[config.mk]
export PLATFORM = sky130hd
export DESIGN_NAME = instruction_fetch_flat
export DESIGN_NICKNAME = d
export VERILOG_FILES = /design/src/rtl/instruction_fetch_if.sv /design/src/rtl/instruction_fetch.sv /design/src/flat_wrapper.sv
export SDC_FILE = /design/constraint.sdc
export NUM_CORES = 1
export LEC_CHECK = 0
export ABC_AREA = 0
export BUFFER_PORTS_ARGS = -buffer_cell sky130_fd_sc_hd__buf_2
export CAP_MARGIN = 20
export CORE_ASPECT_RATIO = 1.5
export CORE_MARGIN = 5
export CORE_UTILIZATION = 45
export DETAILED_ROUTE_END_ITERATION = 16
export HOLD_SLACK_MARGIN = 0.15
export PLACE_DENSITY = 0.87
export SKIP_CTS_REPAIR_TIMING = 1
export SYNTH_ARGS = -nofsm -noshare
export SYNTH_HDL_FRONTEND = slang
export SYNTH_SLANG_ARGS = --single-unit
[constraint.sdc]
create_clock -name clk -period 1.6 [get_ports clk]
set_clock_uncertainty 0.05 [all_clocks]
set_input_delay 0.4 -clock clk [delete_from_list [all_inputs] [get_ports clk]]
set_output_delay 0.4 -clock clk [all_outputs]
set_load 0.01 [all_outputs]
[src/rtl/instruction_fetch_if.sv]
// Fetch-stage bus: instruction-memory port, pipeline control inputs and the IF/ID register outputs.
// Handshake: no valid/ready pair here; C_IFID_Valid qualifies the IF/ID fields, C_Stall is backpressure from decode.
interface instruction_fetch_if;
  logic [15:0] A_InstrAddress;
  logic        C_IMRead;
  logic [15:0] D_Instruction;
  logic        C_Stall;
  logic        C_Redirect;
  logic [15:0] D_RedirectAddr;
  logic [15:0] D_IFID_Instr;
  logic [15:0] D_IFID_PC;
  logic [15:0] D_IFID_PCNext;
  logic        C_IFID_Valid;
  logic        C_Halted;
  logic [1:0]  dbg_state;

  modport master (
    output A_InstrAddress, C_IMRead, D_IFID_Instr, D_IFID_PC, D_IFID_PCNext,
           C_IFID_Valid, C_Halted, dbg_state,
    input  D_Instruction, C_Stall, C_Redirect, D_RedirectAddr
  );

  modport slave (
    input  A_InstrAddress, C_IMRead, D_IFID_Instr, D_IFID_PC, D_IFID_PCNext,
           C_IFID_Valid, C_Halted, dbg_state,
    output D_Instruction, C_Stall, C_Redirect, D_RedirectAddr
  );
endinterface

[src/rtl/instruction_fetch.sv]
// Fetch stage: PC register, instruction-memory address/enable, IF/ID pipeline register,
// with stall, redirect+flush and a halt opcode that parks fetch until redirect or reset.
module instruction_fetch #(
  parameter logic [15:0] RESET_PC    = 16'h0000,
  parameter logic [3:0]  HALT_OPCODE = 4'hF
) (
  input logic                   clk,
  input logic                   rst,
  instruction_fetch_if.master   if_bus
);

  typedef enum logic [1:0] {
    S_BOOT = 2'd0,
    S_RUN  = 2'd1,
    S_HALT = 2'd2
  } state_e;

  state_e      state_q, state_d;
  logic [15:0] pc_q, pc_d;
  logic [15:0] instr_q, instr_d;
  logic [15:0] ifid_pc_q, ifid_pc_d;
  logic [15:0] ifid_pcn_q, ifid_pcn_d;
  logic        valid_q, valid_d;

  always_ff @(posedge clk) begin
    if (rst) begin
      state_q    <= S_BOOT;
      pc_q       <= RESET_PC;
      instr_q    <= 16'h0000;
      ifid_pc_q  <= 16'h0000;
      ifid_pcn_q <= 16'h0000;
      valid_q    <= 1'b0;
    end else begin
      state_q    <= state_d;
      pc_q       <= pc_d;
      instr_q    <= instr_d;
      ifid_pc_q  <= ifid_pc_d;
      ifid_pcn_q <= ifid_pcn_d;
      valid_q    <= valid_d;
    end
  end

  // Priority: redirect, then stall, then the per-state action (halt detect lives in RUN).
  always_comb begin
    state_d    = state_q;
    pc_d       = pc_q;
    instr_d    = instr_q;
    ifid_pc_d  = ifid_pc_q;
    ifid_pcn_d = ifid_pcn_q;
    valid_d    = valid_q;
    if (if_bus.C_Redirect) begin
      state_d    = S_RUN;
      pc_d       = if_bus.D_RedirectAddr;
      instr_d    = 16'h0000;
      ifid_pc_d  = 16'h0000;
      ifid_pcn_d = 16'h0000;
      valid_d    = 1'b0;
    end else if (if_bus.C_Stall) begin
      // BOOT is a single bubble cycle regardless of stall.
      if (state_q == S_BOOT) state_d = S_RUN;
    end else begin
      case (state_q)
        S_BOOT: state_d = S_RUN;
        S_RUN: begin
          instr_d    = if_bus.D_Instruction;
          ifid_pc_d  = pc_q;
          ifid_pcn_d = pc_q + 16'd1;
          valid_d    = 1'b1;
          pc_d       = pc_q + 16'd1;
          if (if_bus.D_Instruction[15:12] == HALT_OPCODE) state_d = S_HALT;
        end
        S_HALT: begin
          instr_d = 16'h0000;
          valid_d = 1'b0;
        end
        default: state_d = S_BOOT;
      endcase
    end
  end

  always_comb begin
    if_bus.A_InstrAddress = pc_q;
    if_bus.C_IMRead       = (state_q != S_HALT);
    if_bus.C_Halted       = (state_q == S_HALT);
    if_bus.D_IFID_Instr   = instr_q;
    if_bus.D_IFID_PC      = ifid_pc_q;
    if_bus.D_IFID_PCNext  = ifid_pcn_q;
    if_bus.C_IFID_Valid   = valid_q;
    if_bus.dbg_state      = state_q;
  end

endmodule
[src/flat_wrapper.sv]
// flat-port wrapper written by rule: the top's interface ports become plain ports
module instruction_fetch_flat 
#(
  parameter logic [15:0] RESET_PC    = 16'h0000,
  parameter logic [3:0]  HALT_OPCODE = 4'hF
)
  (clk, rst, if_bus_A_InstrAddress, if_bus_C_IMRead, if_bus_D_IFID_Instr, if_bus_D_IFID_PC, if_bus_D_IFID_PCNext, if_bus_C_IFID_Valid, if_bus_C_Halted, if_bus_dbg_state, if_bus_D_Instruction, if_bus_C_Stall, if_bus_C_Redirect, if_bus_D_RedirectAddr);
  instruction_fetch_if if_bus_i ();
  input logic clk;
  input logic rst;
  output wire logic [$bits(if_bus_i.A_InstrAddress)-1:0] if_bus_A_InstrAddress;
  output wire logic [$bits(if_bus_i.C_IMRead)-1:0] if_bus_C_IMRead;
  output wire logic [$bits(if_bus_i.D_IFID_Instr)-1:0] if_bus_D_IFID_Instr;
  output wire logic [$bits(if_bus_i.D_IFID_PC)-1:0] if_bus_D_IFID_PC;
  output wire logic [$bits(if_bus_i.D_IFID_PCNext)-1:0] if_bus_D_IFID_PCNext;
  output wire logic [$bits(if_bus_i.C_IFID_Valid)-1:0] if_bus_C_IFID_Valid;
  output wire logic [$bits(if_bus_i.C_Halted)-1:0] if_bus_C_Halted;
  output wire logic [$bits(if_bus_i.dbg_state)-1:0] if_bus_dbg_state;
  input wire logic [$bits(if_bus_i.D_Instruction)-1:0] if_bus_D_Instruction;
  input wire logic [$bits(if_bus_i.C_Stall)-1:0] if_bus_C_Stall;
  input wire logic [$bits(if_bus_i.C_Redirect)-1:0] if_bus_C_Redirect;
  input wire logic [$bits(if_bus_i.D_RedirectAddr)-1:0] if_bus_D_RedirectAddr;
  assign if_bus_A_InstrAddress = if_bus_i.A_InstrAddress;
  assign if_bus_C_IMRead = if_bus_i.C_IMRead;
  assign if_bus_D_IFID_Instr = if_bus_i.D_IFID_Instr;
  assign if_bus_D_IFID_PC = if_bus_i.D_IFID_PC;
  assign if_bus_D_IFID_PCNext = if_bus_i.D_IFID_PCNext;
  assign if_bus_C_IFID_Valid = if_bus_i.C_IFID_Valid;
  assign if_bus_C_Halted = if_bus_i.C_Halted;
  assign if_bus_dbg_state = if_bus_i.dbg_state;
  assign if_bus_i.D_Instruction = if_bus_D_Instruction;
  assign if_bus_i.C_Stall = if_bus_C_Stall;
  assign if_bus_i.C_Redirect = if_bus_C_Redirect;
  assign if_bus_i.D_RedirectAddr = if_bus_D_RedirectAddr;
  instruction_fetch #(.RESET_PC(RESET_PC), .HALT_OPCODE(HALT_OPCODE)) u_core (.clk(clk), .rst(rst), .if_bus(if_bus_i));
endmodule
; ---- Word-level counts from Yosys, hierarchy flattened
; Cells that the tools add are included.
[classes]
n_addsub = 1
n_eq_ne = 11
muxes = 10
bitwise = 1
n_reduce_logical = 9
[ops]
columns = cell, count
row1 = 16-bit two-way mux, 3
row2 = 16-bit case mux with 2 select lines, 1
row3 = "16-bit by 1-bit adder with 16-bit output, second input constant", 1
row4 = 2-bit two-way mux, 3
row5 = "2-bit by 1-bit != test with 1-bit output, second input constant", 3
row6 = "3-bit by 1-bit != test with 1-bit output, second input constant", 2
row7 = 2-bit case mux with 3 select lines, 1
row8 = 2-bit AND reduction, 3
row9 = 3-bit AND reduction, 2
row10 = "4-bit == test, second input constant", 1
row11 = "4-bit by 3-bit != test with 1-bit output, second input constant", 1
row12 = 2-bit nonzero test, 2
row13 = "3-bit by 2-bit != test with 1-bit output, second input constant", 1
row14 = "2-bit by 1-bit == test with 1-bit output, second input constant", 1
row15 = "2-bit == test, second input constant", 1
row16 = 2-bit zero test, 1
row17 = "2-bit != test, second input constant", 1
row18 = 1-bit case mux with 2 select lines, 1
row19 = 2-bit OR reduction, 1
row20 = 1-bit two-way mux, 1
row21 = 1-bit inverter, 1
[totals]
reg_bits = 67
in_bits = 36
output_inout_bits = 69

; ---- Longest topological paths before layout
[logic_depth]
word_depth = 5
depth_mapped = 8
depth_no_buf = 6

; ---- Worst setup path before layout
; OpenSTA, ideal clock, no wires.
[synth_timing]
path_kind = register to register
start = reg u_core.pc_q[0] (netlist: u_core.if_bus.A_InstrAddress[0])
end = reg u_core.ifid_pcn_q[14] (netlist: u_core.if_bus.D_IFID_PCNext[14])
t_arrival_ns = 1.659
required_ns = 1.429
setup_slack_ns = -0.231
stages_incl_launch_ff = 6
path_buffers = 0
synth_period_minus_slack_ns = 1.831
path_cell_list = dfxtp_1 ha_1 nand4_1 nor4_1 nor2b_1 nor3_1
[synth_via]
elab_chain_len = 1
[synth_rtl]
columns = item, line
row1 = from (decl), instruction_fetch.sv:19  ; logic [15:0] pc_q, pc_d;
row2 = from (signal assigned), instruction_fetch.sv:35  ; pc_q <= pc_d;
row3 = 16-bit by 1-bit adder with 16-bit output, instruction_fetch.sv:67  ; ifid_pcn_d = pc_q + 16'd1;
row4 = to (signal assigned), instruction_fetch.sv:38  ; ifid_pcn_q <= ifid_pcn_d;
row5 = to (decl), instruction_fetch.sv:22  ; logic [15:0] ifid_pcn_q, ifid_pcn_d;
; No other way between the ends.
; A chain may end at the register's enable or synchronous reset.

; ---- Worst setup path after layout
[layout_timing]
start = reg u_core.state_q[0] (netlist: u_core.if_bus.dbg_state[0])
end = out if_bus_C_Halted
[layout_via]
elab_chain_len = 1
[layout_rtl]
columns = item, line
row1 = from (decl), instruction_fetch.sv:18  ; state_e state_q, state_d;
row2 = from (signal assigned), instruction_fetch.sv:34  ; state_q <= state_d;
row3 = 2-bit == test, instruction_fetch.sv:84  ; if_bus.C_Halted = (state_q == S_HALT);
row4 = to (decl), flat_wrapper.sv:17  ; output wire logic [$bits(if_bus_i.C_Halted)-1:0] if_bus_C_Halted;
; No other way between the ends.

==> results.toml <==
[routing]
via_per_inst = 5.63
vias = 3329
drt_iter0_drc = 238
totalWireLength_mm = 10.5
dr.pass1.iters = 5
drc = 0
ant_nets = 0
wl_per_cell_um = 17.7

[hold_path]
worstHoldStart = "rst"
holdPathEnd = "u_core.if_bus.A_InstrAddress[15]"
whs_path_depth = 2
hold_class = "primary input to flip-flop"

[sta]
finalCriticalPeriod_ns = 1.67
drv_slew = 0
hold_viol_final = 0
worst_slack_ns = -0.0678
rsz0062_at_grt = "true"
hold_slack_ns = 0.253
max_freq_mhz = 600
timing.final.crit_share = 1.04
worst_slew_pin_slew_ns = 0.336
relSlewSlack = 0.776
setup-violations-final = 5

[setup_path]
critPathMaxFanout = 3
r2r_end = "u_core.if_bus.A_InstrAddress[4]"
crit_arrival_ns = 1.22
critPathKind = "flip-flop to output pin"
r2r-start = "u_core.if_bus.dbg_state[1]"
cp-start-kind = "flip-flop"
reg2reg_depth = 6
reg2reg_slack_ns = -0.05
critical_path.endpoint_type = "output pin"
worst-endpoint-required_ns = 1.15

[clock_network]
cts.path.max_buffers = 2
clk_pin_slew_ns = 0.07
htree_levels = 3
root_buffer = "clkbuf_8"
clock_latency_ns = 0.36
cts_tree = "yes"
cts_made_buffers = 9
clock_sinks = 67

[global_route]
antenna_found_initial = 0
grt_max_degree = 24
grt_pass1_wl_mm = 15.0
grt_overflow = 0
use_met2 = 0.409
grt_util_met3 = 0.0680
gr-max-usage-layer = "met2"
met1_usage = 0.233
grt_pass1_vias = 3221
grt_usage = 0.226

[cells_and_area]
syn2layout_area_growth_pct = 48.2
nNetsFinal = 552
final_common_cell = "buf_2"
mostFrequentLayoutCells = "102 x buf_2, 58 x dfxtp_1, 57 x nand2_1"
final_util = 0.685
antenna_cells = 0
drive_gt1_frac = 0.437

[power_and_ir_drop]
power_density_mw_per_mm2 = 926
p_leak_uw = 0.00189
total_power_uw = 4110
ir_drop_v = 0.000645

[floorplanning]
fp.dieH_um = 110
design.portCount = 105
start_util = 0.462
fp.coreArea_mm2 = 0.00649
num_rows = 36
die_w_um = 76.6
die_area_mm2 = 0.00843

[run_status]
outcome = "finished with violations"
failed_checks = "setup timing"

[placed_design]
gp_congestion = 0.901
dp_slack_ns = -0.0601
portBuffers = 104
dp_hpwl_mm = 7.24

[synth]
synth.distinct_cells = 39
synth_warnings = 0
syn-num-nets = 411
yosysSeqAreaShare = 0.448
avgSynthCellArea_um2 = 8.10
ys_ff_latch = 67
syn_inst = 370
synth_area_mm2 = 0.00300

[flow_run]
drv_cap = 0
where the power goes:
part | total (uW) | switching [uW] | leakage, uW | internal (uW)
Combinational | 647 | 355 | 0.00123 | 292
Sequential | 1780 | 57.8 | 0.000550 | 1730
Clock | 1680 | 655 | 0.000112 | 1020
how the worst max path moves through the flow:
stage | startpoint | to | slack (ns) | depth (start not counted)
2_1_floorplan | u_core.if_bus.A_InstrAddress[4] | u_core.if_bus.A_InstrAddress[11] | -0.10 | 5
3_3_place_gp | if_bus_C_Stall | u_core.if_bus.A_InstrAddress[3] | -0.02 | 5
3_5_place_dp | if_bus_C_Stall | u_core.if_bus.A_InstrAddress[3] | -0.06 | 5
4_1_cts | u_core.if_bus.dbg_state[0] | if_bus_C_IMRead | -0.33 | 5
5_1_grt | u_core.if_bus.dbg_state[1] | u_core.if_bus.A_InstrAddress[3] | -0.13 | 6
6_report | u_core.if_bus.dbg_state[0] | if_bus_C_Halted | -0.07 | 5
state kept, by name, indices dropped and copies added, names as in the netlist:
name                          cells
u_core.if_bus.A_InstrAddress     16
u_core.if_bus.D_IFID_Instr       16
u_core.if_bus.D_IFID_PCNext      16
u_core.if_bus.D_IFID_PC          16
u_core.if_bus.dbg_state           2
u_core.if_bus.C_IFID_Valid        1
cell families after synthesis:
kind of cell / after synthesis / synth area share
AO/OA/AOI/OAI: 85 / 0.162
XOR/XNOR: 19 / 0.0555
adder cells (fa/ha/maj): 5 / 0.0209
buffers and inverters: 41 / 0.0605
flip-flops: 67 / 0.448
multiplexers: 3 / 0.0100
AND/OR/NAND/NOR: 150 / 0.244
synth_stat cells:
library cell  number  area [um2]
nand3_4            2        35.0
nand3_1           23         115
nand4_1            7        43.8
xor2_1             6        52.6
o32ai_1            1        8.76
a311oi_1           4        35.0
xnor2_1           13         114
and2_0             1        6.26
nand2b_1           2        12.5
nor2_1            20        75.1
inv_1              7        26.3
mux2i_1            3        30.0
a21oi_1           50         250
clkinv_1           1        3.75
buf_1              1        3.75
or3_1              3        18.8
nor2b_1            4        25.0
nand2_1           57         214
or2_2              1        6.26
o221ai_1           1        8.76
ha_1               5        62.6
a21o_1             1        7.51
a211oi_1           9        67.6
o31ai_1            1        7.51
nand2_2            1        6.26
nor4_1             8        50.1
o21a_1             2        15.0
or4_1              1        7.51
buf_6              2        22.5
clkbuf_1          26        97.6
dfxtp_1           67        1340
nand3b_1           2        15.0
buf_4              3        22.5
nor3_1            12        60.1
and3_1             5        31.3
buf_2              1        5.00
o21ai_0           15        75.1
and4_1             1        8.76
a211o_1            1        8.76
worst max-delay path, cell delays in order (launching register included):
cell and delay, ns:
dfxtp_2 0.34, buf_6 0.10, inv_4 0.04, ha_4 0.16
buf_6 0.12, buf_6 0.11
through the flow:
stage	TNS (ns)	cell area, um2	instances
after CTS	-0.913	4150	582
final	-0.236	4440	591
after global routing	-1.24	4440	591
after detailed placement	-0.231	3920	567
after floorplan	-0.160	3060	370
after global placement	-0.0270	3920	567
layer usage:
metal / vias to the layer above / wire length, um
met1: 1537 / 3790
li1: 1565 / -
met4: 0 / 448
met2: 193 / 5360
met3: 34 / 875
met5: - / 0
final cells by class:
class / count / area, um2
Fill cell: 491 / 2050
Multi-Input combinational cell: 262 / 1660
Sequential cell: 67 / 1370
Timing Repair Buffer: 163 / 1050
Clock buffer: 10 / 128
Clock inverter: 5 / 103
Tap cell: 76 / 95.1
Inverter: 8 / 35.0
Power figures use the tool's default switching activity.
